[config.mk]
export PLATFORM = sky130hd
export DESIGN_NAME = reg_file_mp
export DESIGN_NICKNAME = d
export VERILOG_FILES = /design/src/rtl/reg_file_mp.sv
export SDC_FILE = /design/constraint.sdc
export NUM_CORES = 2
export LEC_CHECK = 0
export BUFFER_PORTS_ARGS = -buffer_cell sky130_fd_sc_hd__buf_2
export CAP_MARGIN = 10
export CORE_MARGIN = 10
export CORE_UTILIZATION = 28
export DETAILED_ROUTE_END_ITERATION = 16
export GPL_ROUTABILITY_DRIVEN = 0
export PLACE_DENSITY = 0.47
export SYNTH_ARGS = -nofsm -noshare
export SYNTH_HDL_FRONTEND = slang
export SYNTH_SLANG_ARGS = --single-unit
[constraint.sdc]
create_clock -name clk -period 3.4 [get_ports clk]
set_input_delay 0.51 -clock clk [delete_from_list [all_inputs] [get_ports clk]]
set_output_delay 0.51 -clock clk [all_outputs]
set_load 0.1 [all_outputs]
[src/rtl/reg_file_mp.sv]
// Multi-port register file: two byte-enabled write ports (port 1 has priority),
// NUM_READ combinational read ports with optional write bypass, and a post-reset clear sequencer.
module reg_file_mp #(
    parameter int DATA_WIDTH = 32,
    parameter int ADDR_WIDTH = 5,
    parameter int NUM_READ   = 2,
    parameter int BYPASS     = 1
) (
    input  logic                           clk,
    input  logic                           resetn,
    output logic                           ready,
    input  logic [DATA_WIDTH/8-1:0]        we0,
    input  logic [ADDR_WIDTH-1:0]          waddr0,
    input  logic [DATA_WIDTH-1:0]          wdata0,
    input  logic [DATA_WIDTH/8-1:0]        we1,
    input  logic [ADDR_WIDTH-1:0]          waddr1,
    input  logic [DATA_WIDTH-1:0]          wdata1,
    input  logic [NUM_READ*ADDR_WIDTH-1:0] raddr,
    output logic [NUM_READ*DATA_WIDTH-1:0] rdata
);

    localparam int NB    = DATA_WIDTH / 8;
    localparam int DEPTH = 1 << ADDR_WIDTH;

    typedef enum logic {INIT, RUN} state_t;

    state_t                  state;
    logic [ADDR_WIDTH-1:0]   cnt;
    logic [DATA_WIDTH-1:0]   mem [DEPTH];

    always_ff @(posedge clk or negedge resetn) begin
        if (!resetn) begin
            state <= INIT;
            cnt   <= ADDR_WIDTH'(1);
            ready <= 1'b0;
        end else begin
            case (state)
                INIT: begin
                    cnt <= cnt + 1'b1;
                    if (cnt == ADDR_WIDTH'(DEPTH - 1)) begin
                        state <= RUN;
                        ready <= 1'b1;
                    end
                end
                default: ;
            endcase
        end
    end

    // Port 1 is written last so its bytes override port 0 on a collision.
    always_ff @(posedge clk) begin
        if (state == INIT) begin
            mem[cnt] <= '0;
        end else begin
            for (int b = 0; b < NB; b++) begin
                if (we0[b] && waddr0 != '0)
                    mem[waddr0][b*8 +: 8] <= wdata0[b*8 +: 8];
                if (we1[b] && waddr1 != '0)
                    mem[waddr1][b*8 +: 8] <= wdata1[b*8 +: 8];
            end
        end
    end

    for (genvar k = 0; k < NUM_READ; k++) begin : g_rd
        logic [ADDR_WIDTH-1:0] ra;
        logic [DATA_WIDTH-1:0] rd;

        assign ra = raddr[k*ADDR_WIDTH +: ADDR_WIDTH];

        always_comb begin
            rd = mem[ra];
            if (BYPASS != 0) begin
                for (int b = 0; b < NB; b++) begin
                    if (we1[b] && waddr1 == ra)
                        rd[b*8 +: 8] = wdata1[b*8 +: 8];
                    else if (we0[b] && waddr0 == ra)
                        rd[b*8 +: 8] = wdata0[b*8 +: 8];
                end
            end
            // Entry 0 and every read during the clear sequence return zero.
            if (state != RUN || ra == '0)
                rd = '0;
        end

        assign rdata[k*DATA_WIDTH +: DATA_WIDTH] = rd;
    end

endmodule

==> metrics.txt <==
final setup fails 1; worst hold path type in -> async; Max Cap Violations 0; placed cell area between 70000 and 80000 sq um; Syn-to-layout area delta 24.3%; Finished Core Util a little over a third; CP Max Fanout 2; Max IR drop VDD just over 0.0004 V; H-tree lvl count 3; Final Slew Violations 0; worst slew pin tran roughly 1.3 ns; Post-Layout Inst Area around 77000 sq um; cell taking the most area after synthesis edfxtp_1; reg2reg start state; fill count approximately 22000; worst reg2reg endpoint mem[11][27]; input/output buffers about 160; Root Buffer Master clkbuf_16; FF+latch count, synth between 1000 and 1500; vias in the first global route just under 50000; ANT nets after route 0; syn_nets 5658; TritonCTS buffer count between 100 and 150; Clock Tree Buf Depth 3; Nets slightly above 6000; flop2flop setup slack between 0.3 and 0.4 ns; Post-Place Worst Slack -0.220 ns; CP Launch Point mem[25][6]; Req. time, crit path 2.89 ns; outcome complete, but fails checks; CP Capture Type primary output; startpoint class of the critical path flip-flop; top area cells in the synthesized netlist edfxtp_1 (50%), mux4_2 (15%), o21ai_0 (8.3%), nand2_1 (6.8%), mux2i_1 (2.9%); crit path kind reg -> out; share of the synthesized area in the top cell type about half; CTS sink cnt 1031; FMAX roughly 290 MHz; Die X-Extent roughly 500 um; dpl hpwl about 190000 um; Pleak 0.0256 uW; CTS tree done; Die Height about 500 um; Final Hold Fails 0; Synth cell types 76; Non-Filler Instances between 9000 and 10000; Power Dens Cells 432 nW/um^2; Iter 0 DRT Violations around 6500; Synth top cells by count nand2_1 (1129), edfxtp_1 (1024), o21ai_0 (1024); first-pass GRT wire length about 370000 um; R2R depth 9; sequential share of the synthesized area 49.9%; Via density 5.62; initial core utilization around 28%; # DRC 0; CTS clk-pin slew, worst paths approximately 0.06 ns; post-synthesis cell count roughly 5600; FP Rows 172; total track usage between 20% and 30%; Post-Syn Area roughly 62000 sq um; Synth async-reset ratio 0.679%; final setup skew approximately 0.025 ns; RSZ-0062 raised after global routing yes; Final WS setup -0.0275 ns; Rel. slew slack 15.7%; minimum clock period ~3.4 ns; Worst-Skew Late Latency ~0.77 ns; cell with the most instances after synthesis nand2_1; DR vias roughly 51000; io pins 159; WP data arrival approximately 2.9 ns; Final Cycle Share 101%; largest net degree at the start of global routing 49; Yosys Warn Count 0; mean post-synth cell area 11.1 sq um; EDFF count, synth roughly 1000; Final Power approximately 33000 uW; failing checks negative setup slack; layout cell share with drive strength beyond 1 about 29%; Routed wire per std cell 29.4 um; core area approximately 220000 sq um; First-pass DRT Iterations 8; antenna violations before repair 20; ys flop type edfxtp_1; Die ar. 241000 sq um; placed cell count around 8800; drt total wl about 270000 um; gr ovfl total 0
power by group:
group / internal, uW / switching [uW]
registers: 14100 / 18.3
clock network: 7340 / 5590
logic: 2300 / 3910
final cells by class:
cell class / instances / area [sq um] / share of cell area [%]
well taps: 2958 / 3700 / 4.80
flip-flops and latches: 1031 / 30900 / 40.1
clock inverters: 67 / 642 / 0.833
clock buffers: 146 / 3140 / 4.08
repair buffers: 946 / 9130 / 11.8
multi-input cells: 3818 / 29200 / 37.9
diodes: 3 / 7.51 / 0.00974
inverters: 71 / 267 / 0.346
worst max-delay path: stages, from the launching register on:
cell      delay [ns]
edfxtp_1        0.40
mux4_2          0.53
a22o_1          0.27
a221oi_2        0.28
buf_4           0.19
a41o_1          0.23
nor4_4          0.07
buf_12          0.18
registers in the layout (all words and copies together), names as in the netlist:
name,flops
ready,1
mem,1024
state,1
cnt,5
routing by layer:
layer / share of wire (%) / wire length [um] / track usage, % / up-vias
met5: 0.033 / 87 / 0 / -
met4: 2.9 / 7600 / 6.01 / 14
met3: 10 / 27700 / 5.12 / 372
met2: 44 / 116000 / 31.4 / 2755
met1: 43 / 114000 / 29.8 / 25600
li1: - / - / - / 22100
worst max path at each step:
stage | endpoint | slack (ns) | depth (start not counted)
floorplan | rdata[54] | -0.61 | 9
global placement | rdata[19] | -0.25 | 11
detailed placement | rdata[19] | -0.22 | 11
CTS | rdata[38] | -0.05 | 7
global route | rdata[36] | -0.06 | 7
finish | rdata[38] | -0.03 | 7
layout by cell type (no fill, tap or decap), types with 12 or more instances in the layout:
| cell type | netlist | routed |
|---|---|---|
| a21oi_1 | 42 | 33 |
| a221oi_1 | 85 | 56 |
| a221oi_2 | 1 | 27 |
| a22o_1 | 34 | 30 |
| a22oi_1 | 151 | 133 |
| a22oi_2 | 0 | 18 |
| a311oi_1 | 24 | 23 |
| a41o_1 | 24 | 24 |
| and3_1 | 14 | 14 |
| buf_12 | 0 | 145 |
| buf_16 | 0 | 13 |
| buf_2 | 133 | 86 |
| buf_4 | 26 | 678 |
| buf_6 | 25 | 12 |
| clkbuf_1 | 388 | 24 |
| clkbuf_16 | 0 | 127 |
| clkinv_1 | 1 | 25 |
| clkinv_2 | 0 | 18 |
| edfxtp_1 | 1024 | 1024 |
| inv_1 | 70 | 69 |
| mux2_2 | 33 | 33 |
| mux2i_1 | 180 | 178 |
| mux4_2 | 409 | 409 |
| nand2_1 | 1129 | 1126 |
| nand3_1 | 25 | 24 |
| nor2_1 | 158 | 150 |
| nor3_1 | 78 | 62 |
| nor3_2 | 6 | 22 |
| nor4_2 | 0 | 16 |
| nor4_4 | 0 | 30 |
| o21ai_0 | 1024 | 1023 |
| o21bai_1 | 18 | 18 |
| o22ai_1 | 131 | 131 |
| o41a_1 | 25 | 25 |
| xnor2_1 | 15 | 15 |
per-stage QoR:
| step | hold slack (ns) | setup TNS, ns |
|---|---|---|
| finish | 0.170 | -0.0275 |
| global route | 0.161 | -0.255 |
| CTS | 0.122 | -0.0899 |
| detailed placement | 0.397 | -9.35 |
| global placement | 0.383 | -4.52 |
| floorplan | 0.214 | -0.608 |
repair_timing:
item / CTS / global route
pin swaps: 34 / 18
gates resized for setup: 83 / 77
setup endpoints to repair: 48 / 55
endpoints found under the hold margin: 7 / 0
cloned: 0 / 6
buffers inserted: 2 / 27
hold buffers: 1 / 0
kinds of logic (layout without fill, tap and decap cells):
group | after synthesis | after routing | share of synthesized area [%]
AO/OA/AOI/OAI | 1638 | 1638 | 16.1
AND/OR/NAND/NOR | 1532 | 1533 | 10.2
flip-flops | 1031 | 1031 | 49.9
buffers and inverters | 714 | 1230 | 5.05
multiplexers | 622 | 622 | 18.4
XOR/XNOR | 23 | 23 | 0.349
adder cells (fa/ha/maj) | 2 | 2 | 0.0404
other | 0 | 3 | 0
(Power assumes the default switching activity.)
